$ cat src/rtl/iob_timer_alarm.sv
// iob_timer_alarm
// ---------------------------------------------------------------------------
// Compare/alarm stage fed by the timer's free-running 2*DATA_W counter.
// Fires an interrupt when the live count reaches a programmed compare value,
// in one-shot or periodic (auto-reload) mode, and counts periodic fires that
// land while a previous interrupt is still pending.
//
// Optional feature (compile-time macro IOB_TIMER_ALARM_SNAPSHOT_EN):
//   defined   : match_time_o captures time_i on every fire.
//   undefined : no snapshot register; match_time_o is tied to 0.
//
// Ports:
//   clk_i         clock, all state updates on the rising edge
//   rst_n_i       synchronous active-low reset (overrides cke_i)
//   cke_i         clock enable; all state holds when low
//   time_i        live counter value (2*DATA_W)
//   cmp_i         compare value, loaded on arm_i
//   period_i      reload increment, loaded on arm_i
//   periodic_i    mode loaded on arm_i (0 one-shot, 1 periodic)
//   arm_i         pulse: load cmp/period/mode, enter ARMED, clear irq
//   disarm_i      pulse: go IDLE, clear irq and miss count
//   irq_ack_i     pulse: clear pending irq (FIRED -> IDLE)
//   irq_o         registered interrupt-pending flag
//   armed_o       high while ARMED
//   miss_o        saturating count of fires while irq_o already pending
//   match_time_o  time_i captured at the last fire
// ---------------------------------------------------------------------------
module iob_timer_alarm #(
   parameter int unsigned DATA_W = 32,
   parameter int unsigned MISS_W = 8
) (
   input  logic                  clk_i,
   input  logic                  rst_n_i,
   input  logic                  cke_i,
   input  logic [2*DATA_W-1:0]   time_i,
   input  logic [2*DATA_W-1:0]   cmp_i,
   input  logic [2*DATA_W-1:0]   period_i,
   input  logic                  periodic_i,
   input  logic                  arm_i,
   input  logic                  disarm_i,
   input  logic                  irq_ack_i,
   output logic                  irq_o,
   output logic                  armed_o,
   output logic [MISS_W-1:0]     miss_o,
   output logic [2*DATA_W-1:0]   match_time_o
);

   localparam int unsigned TW = 2 * DATA_W;

   localparam logic [MISS_W-1:0] MissOne = MISS_W'(1);
   localparam logic [MISS_W-1:0] MissMax = {MISS_W{1'b1}};

   typedef enum logic [1:0] {
      StIdle,
      StArmed,
      StFired
   } state_e;

   state_e            state_q, state_d;
   logic [TW-1:0]     cmp_q, cmp_d;
   logic [TW-1:0]     period_q, period_d;
   logic              mode_q, mode_d;
   logic              irq_q, irq_d;
   logic [MISS_W-1:0] miss_q, miss_d;

   logic [TW-1:0]     diff;
   logic              match;
   logic              fire;

   // Wrap-safe compare: time is at or past cmp when the modular difference
   // lies in the lower half of the range.
   assign diff  = time_i - cmp_q;
   assign match = ~diff[TW-1];
   // Disarm and arm take priority over a fire in the same cycle.
   assign fire  = (state_q == StArmed) && match && !disarm_i && !arm_i;

   // ------------------------------------------------------------------------
   // Next-state logic. Priority: disarm > arm > fire > ack.
   // ------------------------------------------------------------------------
   always_comb begin
      state_d  = state_q;
      cmp_d    = cmp_q;
      period_d = period_q;
      mode_d   = mode_q;
      irq_d    = irq_q;
      miss_d   = miss_q;

      if (disarm_i) begin
         state_d = StIdle;
         irq_d   = 1'b0;
         miss_d  = '0;
      end else if (arm_i) begin
         state_d  = StArmed;
         cmp_d    = cmp_i;
         period_d = period_i;
         mode_d   = periodic_i;
         irq_d    = 1'b0;
      end else if (fire) begin
         irq_d = 1'b1;
         // An ack in the same cycle as a fire is consumed by the new event.
         if (irq_q && !irq_ack_i && (miss_q != MissMax)) begin
            miss_d = miss_q + MissOne;
         end
         if (!mode_q || (period_q == '0)) begin
            state_d = StFired;
         end else begin
            // One reload per cycle; a late counter catches up on
            // successive cycles.
            cmp_d = cmp_q + period_q;
         end
      end else if (irq_ack_i) begin
         irq_d = 1'b0;
         if (state_q == StFired) begin
            state_d = StIdle;
         end
      end
   end

   always_ff @(posedge clk_i) begin
      if (!rst_n_i) begin
         state_q  <= StIdle;
         cmp_q    <= '0;
         period_q <= '0;
         mode_q   <= 1'b0;
         irq_q    <= 1'b0;
         miss_q   <= '0;
      end else if (cke_i) begin
         state_q  <= state_d;
         cmp_q    <= cmp_d;
         period_q <= period_d;
         mode_q   <= mode_d;
         irq_q    <= irq_d;
         miss_q   <= miss_d;
      end
   end

   // ------------------------------------------------------------------------
   // Optional match-time snapshot for interrupt-latency measurement.
   // ------------------------------------------------------------------------
`ifdef IOB_TIMER_ALARM_SNAPSHOT_EN
   logic [TW-1:0] snap_q, snap_d;

   always_comb begin
      snap_d = snap_q;
      if (fire) begin
         snap_d = time_i;
      end
   end

   always_ff @(posedge clk_i) begin
      if (!rst_n_i) begin
         snap_q <= '0;
      end else if (cke_i) begin
         snap_q <= snap_d;
      end
   end

   assign match_time_o = snap_q;
`else
   assign match_time_o = '0;
`endif

   assign irq_o   = irq_q;
   assign armed_o = (state_q == StArmed);
   assign miss_o  = miss_q;

endmodule

$ cat config.mk
export PLATFORM = sky130hd
export DESIGN_NAME = iob_timer_alarm
export DESIGN_NICKNAME = d
export VERILOG_FILES = /design/src/rtl/iob_timer_alarm.sv
export SDC_FILE = /design/constraint.sdc
export NUM_CORES = 1
export LEC_CHECK = 0
export CAP_MARGIN = 40
export CORE_ASPECT_RATIO = 1.2
export CORE_MARGIN = 2
export CORE_UTILIZATION = 40
export CTS_CLUSTER_DIAMETER = 40
export DETAILED_ROUTE_END_ITERATION = 8
export PLACE_DENSITY = 0.66
export SKIP_CTS_REPAIR_TIMING = 1
export SLEW_MARGIN = 20
export SYNTH_ARGS = -nofsm -noshare
export SYNTH_HDL_FRONTEND = slang
export SYNTH_SLANG_ARGS = --single-unit
$ cat constraint.sdc
create_clock -name clk_i -period 3.38 [get_ports clk_i]
set_clock_uncertainty 0.05 [all_clocks]
set_input_delay 0.338 -clock clk_i [delete_from_list [all_inputs] [get_ports clk_i]]
set_output_delay 0.338 -clock clk_i [all_outputs]
set_load 0.005 [all_outputs]
## Yosys cells after proc, flatten, opt, wreduce, memory -nomap -nowiden

Cells that the tools add are included.

- $add $sub $neg: 3
- Reduce and logical (&&, ||, !) cells: 21
- Bitwise gates (word level): 2
- Equality and inequality tests: 6
- Multiplexer cells: 17

Operators by type and width:

| kind | number |
|---|---|
| $mux W64 | 3 |
| $add A64 B64 Y64 | 1 |
| $logic_not A64 Y1 | 1 |
| $sub A64 B64 Y64 | 1 |
| $mux W8 | 4 |
| $mux W2 | 6 |
| $reduce_and A4 Y1 | 3 |
| $add A8 B1 Y8 const B | 1 |
| $ne A8 B8 Y1 const B | 1 |
| $reduce_bool A4 Y1 | 2 |
| $reduce_bool A2 Y1 | 3 |
| $logic_and A1 B1 Y1 | 5 |
| $logic_not A1 Y1 | 4 |
| $mux W1 | 4 |
| $ne A4 B3 Y1 const B | 1 |
| $reduce_and A3 Y1 | 1 |
| $eq A2 B1 Y1 const B | 1 |
| $eq A2 B2 Y1 const B | 1 |
| $ne A2 B1 Y1 const B | 1 |
| $ne A2 B2 Y1 const B | 1 |
| $not A1 Y1 | 2 |
| $reduce_and A2 Y1 | 1 |
| $logic_or A1 B1 Y1 | 1 |

- Logic and storage cells: 55
- Flip-flop bits (word level): 140
- Input bits: 199

## Depth between registers and ports, before layout

Gate-level depths: netlist of the first run.

- Depth after elaboration: 8
- Mapped depth: 14

## Least setup slack after synthesis of the first run

OpenSTA, ideal clock, no wires.

- Path type: reg-to-reg
- From: register period_q[0]
- To: register cmp_q[50]
- Clock period less this slack: 3,042 ps
- Path slack: 338 ps
- Cell stages (with the launch flop): 14
- Setup time: 126 ps
- Data arrival time: 2,867 ps
- Data required time: 3,204 ps
- Cell sequence: dfxtp_1 ha_1 inv_1 fa_1 and2b_1 o2111ai_2 a21boi_2 a41oi_4 o21ai_2 a31oi_4 o31ai_4 mux2i_1 o311a_1 a31oi_1

- Longest elaborated chain between the ends: 4

Ends and longest elaborated chain:

| item | RTL line | RTL |
|---|---|---|
| from (decl) | 61 | `logic [TW-1:0] period_q, period_d;` |
| from (signal assigned) | 130 | `period_q <= period_d;` |
| $add A64 B64 Y64 / $logic_not A64 Y1 (equally long branches) | 109, 104 |  |
| $mux W64 / $logic_or A1 B1 Y1 (equally long branches) | 104 | `if (!mode_q \|\| (period_q == '0)) begin` |
| $mux W64 / $ne A2 B2 Y1 (equally long branches) | -- |  |
| $mux W64 / $reduce_and A4 Y1 (equally long branches) | -- |  |
| to (signal assigned) | 129 | `cmp_q <= cmp_d;` |
| to (decl) | 60 | `logic [TW-1:0] cmp_q, cmp_d;` |

Parallel ways exist; a longest one is shown, timed or not. The select of a mux whose other input is x is not followed.
A chain may end at the register's enable or synchronous reset.

## Worst setup path in the final report of the first run

- From: register cmp_q[27]
- To: register cmp_q[2]

- Longest elaborated chain between the ends: 7

Ends and longest elaborated chain:

| item | RTL line | RTL |
|---|---|---|
| $sub A64 B64 Y64 | 72 | `assign diff = time_i - cmp_q;` |
| $not A1 Y1 | 73 | `assign match = ~diff[TW-1];` |
| $logic_and A1 B1 Y1 (3 in a row) | 75 | `assign fire = (state_q == StArmed) && match && !disarm_i && !arm_i;` |
| $reduce_bool A2 Y1 (no line) | -- |  |
| $reduce_and A4 Y1 (no line) | -- |  |

No other way between the ends.

==> impl_metrics.yaml, run 1 <==
synthesis:
  synth_commonest_cells: "267 x nand2_1, 167 x a21oi_1, 140 x dfxtp_1"
  postSynth.asyncResetShare_pct: 0
  synth_adder_area_share_pct: 13.5
  yosys.area.top_type: "dfxtp_1"
  synth.area.top_cells: "dfxtp_1 24%, ha_1 13%, nand2_1 8.5%, a21oi_1 7.1%, buf_4 4.3%"
  netlist_area_um2: 11800
  synth_top_family_by_area: "compound AO/OA/AOI/OAI gates"
  synth-seq-area-share_pct: 23.8
  synth-simple-area-share_pct: 19.6
  yosys.cell_types.count: 90
  synth_ff_type: "dfxtp_1"
  syn-instance-count: 1568
  synthXorXnorAreaFrac_pct: 3.64
  synth_edf_count: 0
  yosysMostFrequentCell: "nand2_1"
  ys_ff_latch: 140
  synth-compound-area-share_pct: 28.3
  yosysWarnings: 0
  syn_area_per_cell_um2: 7.52
  synth_top_area_share_pct: 23.8
  muxShareOfSynthArea_pct: 1.02
die:
  die-area_um2: 30900
  core-area_um2: 28900
  start_util_pct: 40.8
  num_rows: 68
  num_io_pins: 273
  die_h_um: 192
  die_w_um: 161
clocking:
  cts-htree-levels: 4
  cts_tree: "built"
  clockBufferDepth: 2
  root_buffer: "clkbuf_16"
  cts.sinks: 140
  clk_latency_ps: 440
  clk_pin_slew_ps: 70
  numCtsBuffers: 17
min_path:
  hold_class: "in -> reg"
  holdPathStages: 3
critical_path:
  cp-startpoint: "cmp_q[27]"
  critPathKind: "reg -> reg"
  endpoint_kind: "register"
  reg2reg_depth: 14
  crit-reg2reg-launch: "cmp_q[27]"
  critical_path_required_ps: 3660
  worstReg2RegEnd: "cmp_q[2]"
  critPathLaunchType: "register"
  reg2reg_slack_ps: 110
  worstPathArrival_ps: 3550
  crit_path_end: "cmp_q[2]"
  critPathMaxFanout: 18
pwr:
  power_mw: 4.88
  p_per_area_nw_per_um2: 321
  max-vdd-ir-drop_v: 0.000227
  leakage_nw: 6.41
placed_design:
  io_buffers: 208
  gp_congestion: 0.918
  hpwl_um: 29600
  dpl_cell_area_um2: 14400
timing:
  fmax_mhz: 306
  setup_violations: 0
  report.final.slew_viol_count: 0
  fin_setup_tns_ps: 0
  finalHoldViolCount: 0
  period_needed_ps: 3270
  max_slew_margin_pct: 47.7
  hold_slack_ps: 395
  layout_worst_path_cycle_share_pct: 96.7
  worstMarginPinSlew_ps: 784
run:
  maxCapViolations: 0
layout:
  final_area_um2: 15200
  final_nets: 2108
  areaGrowthSynthToFinish_pct: 29.0
  drive_gt1_share_pct: 8.86
global_routing:
  grt_pass1_vias: 11400
  grt_max_degree: 68
  antenna_found_initial: 1
  grt.total_usage_pct: 23.8
  grt_first_pass_wirelength_um: 58600
  grt-ovfl-total: 0
drt:
  drt-wirelength-per-cell_um: 17.7
  drc_errors: 0
  antenna_left: 0
  totalWireLength_um: 38600
  dr.pass1.iters: 5
  drt-initial-drc-count: 725
  via_per_inst: 5.53
  route.vias.total: 12100
run_status:
  outcome: "completed"
-- placed cells by master, fill, tap and decap left out, types with 54 or more instances in the layout --
| master | count |
|---|---|
| nand2_1 | 266 |
| clkdlybuf4s50_1 | 206 |
| a21oi_1 | 166 |
| dfxtp_1 | 136 |
| ha_1 | 124 |
| inv_1 | 87 |
| buf_4 | 71 |
| conb_1 | 64 |
| o21ai_0 | 56 |
| nor2_1 | 54 |
-- metrics by stage --
stage               cells  utilization (%)  setup WS (ps)
floorplan            1631                -            338
global placement     2142             49.6           -704
detailed placement   2142             49.6           -749
CTS                  2174             51.8           -366
global route         2181             52.6          -16.9
finish               2181             52.6            112
-- final cells by class --
cell class,instances,area (um2)
Fill cell,2842,13700
Timing Repair Buffer,287,2780
Multi-Input combinational cell,1247,8180
Clock inverter,13,179
Antenna cell,1,2.50
Clock buffer,19,453
Inverter,89,334
Sequential cell,140,2810
Tap cell,385,482
-- cell families (layout without fill, tap and decap cells) --
group	count (synthesis)	in the layout
adder cells (fa/ha/maj)	127	127
AO/OA/AOI/OAI	495	495
flip-flops	140	140
multiplexers	12	12
buffers and inverters	244	408
AND/OR/NAND/NOR	500	500
XOR/XNOR	49	49
other	1	65
-- flip-flops by register name, summed over array words and instances (netlist names) --
name / cells
miss_o: 8
state_q: 2
irq_o: 1
mode_q: 1
cmp_q: 64
period_q: 64
-- power by group --
group | leakage, nW | internal (mW) | switching, mW
sequential | 1.14 | 1.71 | 0.0631
clock | 0.307 | 1.22 | 0.838
combinational | 4.97 | 0.515 | 0.534
total | 6.41 | 3.45 | 1.44
-- worst min path at each step --
stage                            start           end
after detailed placement        mode_q        mode_q
after global routing      period_i[12]  period_q[12]
final                     period_i[12]  period_q[12]
after global placement          mode_q        mode_q
after CTS                 period_i[12]  period_q[12]
after floorplan                 mode_q        mode_q
-- per-layer routing --
metal	share of wire, %	GRT usage [%]
met3	4.6	3.17
met1	42	27.9
met4	3.7	10.1
met5	0	0
met2	50	43.7
-- critical path: stages, from the launching register on --
cell and delay (ps):
dfxtp_2 390, inv_1 60, ha_1 260, nand4_1 90
buf_4 170, or4_1 580, a31oi_4 210, o41ai_4 100
buf_4 160, and2_1 170, o211ai_4 250, buf_8 190
buf_12 160, o311ai_0 140, o211a_1 170
Note: power is estimated with default switching activity, not from simulation.
==> run 2: changes to the inputs <==
SKIP_CTS_REPAIR_TIMING = unset   (was 1)
==> run 2 against run 1 <==
  * Worst setup slack worse by 31 ps
  * Worst hold slack better by 3.0 ps
  * Critical path depth up 1
  * Largest cell class unchanged
  * Die area unchanged
  * Cell count unchanged
  * Combinational power about the same
  * Global-route usage up 0.097 points
  * Routed wire length up 0.41%
  * First-iteration DRC count up 5.5%
  * Power up 0.12%
  * Count of clock-buffer cells in the layout unchanged
==> impl_metrics.yaml, run 2 (synthesis gave the netlist of run 1 again) <==
run_status:
  outcome: "completed"
placed_design:
  io_buffers: 208
  gp_congestion: 0.918
  hpwl_um: 29600
  dp_cells: 2142
timing:
  report.final.slew_viol_count: 0
  hold_slack_ps: 398
  max_slew_margin_pct: 48.6
  finalHoldViolCount: 0
  fmax_mhz: 303
  layout_worst_path_cycle_share_pct: 97.6
  setup_violations: 0
  worstMarginPinSlew_ps: 771
  period_needed_ps: 3300
min_path:
  hold_class: "in -> reg"
  hold_end: "period_q[24]"
  min_from: "period_i[24]"
  holdPathStages: 3
critical_path:
  worstReg2RegEnd: "cmp_q[2]"
  critical_path_required_ps: 3660
  critPathKind: "reg -> reg"
  critPathMaxFanout: 18
  endpoint_kind: "register"
  reg2reg_depth: 15
  critPathLaunchType: "register"
  worstPathArrival_ps: 3580
  crit-reg2reg-launch: "cmp_q[36]"
  reg2reg_slack_ps: 80
clocking:
  cts.sinks: 140
  cts_tree: "built"
  cts-htree-levels: 4
  postCtsHoldBufs: 0
  numCtsBuffers: 17
  clk_latency_ps: 440
  clockBufferDepth: 2
  clk_pin_slew_ps: 70
  root_buffer: "clkbuf_16"
layout:
  mostFrequentLayoutCell: "nand2_1"
  areaGrowthSynthToFinish_pct: 29.3
  fill_cells: 2842
  seq_area_um2: 2810
  finalNonFillerCells: 2181
  multi_input_area_um2: 8200
  final_cell_mix: "266 x nand2_1, 206 x clkdlybuf4s50_1, 166 x a21oi_1"
  drive_gt1_share_pct: 9.03
  final_nets: 2108
die:
  num_io_pins: 273
  die-area_um2: 30900
  core-area_um2: 28900
  die_w_um: 161
  num_rows: 68
  start_util_pct: 40.8
  die_h_um: 192
global_routing:
  grt-ovfl-total: 0
  grt_max_degree: 68
  grt_first_pass_wirelength_um: 58800
  grt_pass1_vias: 11400
  antenna_found_initial: 1
  grt.total_usage_pct: 23.9
drt:
  antenna_left: 0
  totalWireLength_um: 38800
  highest_layer: "met4"
  dr.pass1.iters: 7
  met3WireLength_um: 1740
  route.vias.total: 12100
  via_per_inst: 5.54
  drt-wirelength-per-cell_um: 17.8
  drt-initial-drc-count: 765
  drc_errors: 0
  dr_wl_met2_um: 19400
  wl_met1_um: 16300
pwr:
  leakage_nw: 6.42
  p_per_area_nw_per_um2: 321
  max-vdd-ir-drop_v: 0.000227
run:
  maxCapViolations: 0
-- run 2: layout make-up --
cell class | instances | area share [%]
Antenna cell | 1 | 0.0164
Clock buffer | 19 | 2.97
Clock inverter | 13 | 1.17
Inverter | 89 | 2.19
Multi-Input combinational cell | 1247 | 53.7
Sequential cell | 140 | 18.4
Tap cell | 385 | 3.16
Timing Repair Buffer | 287 | 18.3
-- run 2: what timing repair did --
item	4_1_cts	5_1_grt
gates resized for setup	5	25
endpoints found under the setup margin	72	66
buffers inserted	2	1
endpoints found under the hold margin	0	0
cloned	0	3
pin swaps	2	8
-- run 2: critical path, stage by stage, from the launching register on --
cell	delay, ps
dfxtp_1	370
inv_1	90
ha_4	280
nand4_4	130
buf_4	180
nor4_4	350
nand3_2	170
a21oi_4	210
o41ai_4	80
buf_4	160
and2_1	170
o211ai_4	260
buf_8	200
buf_12	160
o311ai_0	140
o211a_1	170
-- run 2: metal layers --
metal | track usage, % | vias to the layer above
met3 | 3.13 | 72
met2 | 44.0 | 388
met1 | 28.1 | 5661
li1 | - | 5951
met4 | 9.72 | 0
met5 | 0 | -
-- run 2: worst max path at each step --
stage | start | to | slack (ps)
global route | cmp_q[0] | cmp_q[36] | -30
finish | cmp_q[36] | cmp_q[2] | 80
floorplan | period_q[0] | cmp_q[50] | 340
CTS | cmp_q[37] | cmp_q[2] | 5
global placement | time_i[38] | cmp_q[48] | -700
detailed placement | time_i[38] | cmp_q[2] | -750
-- run 2: per-stage QoR --
step	setup slack [ps]	utilization [%]	power (mW)	setup TNS [ps]	area, um2
detailed placement	-749	49.6	2.82	-46520	14400
CTS	5.20	52.0	4.89	0	15000
floorplan	338	-	2.39	0	12000
finish	81.1	52.7	4.89	0	15300
global route	-32.5	52.7	5.09	-109	15300
global placement	-704	49.6	2.80	-44770	14400
-- run 2: report_power, final --
group / total, mW / internal (mW) / leakage, nW / switching [mW]
sequential: 1.78 / 1.71 / 1.14 / 0.0629
combinational: 1.05 / 0.518 / 4.98 / 0.536
clock: 2.06 / 1.22 / 0.307 / 0.840
total: 4.89 / 3.45 / 6.42 / 1.44
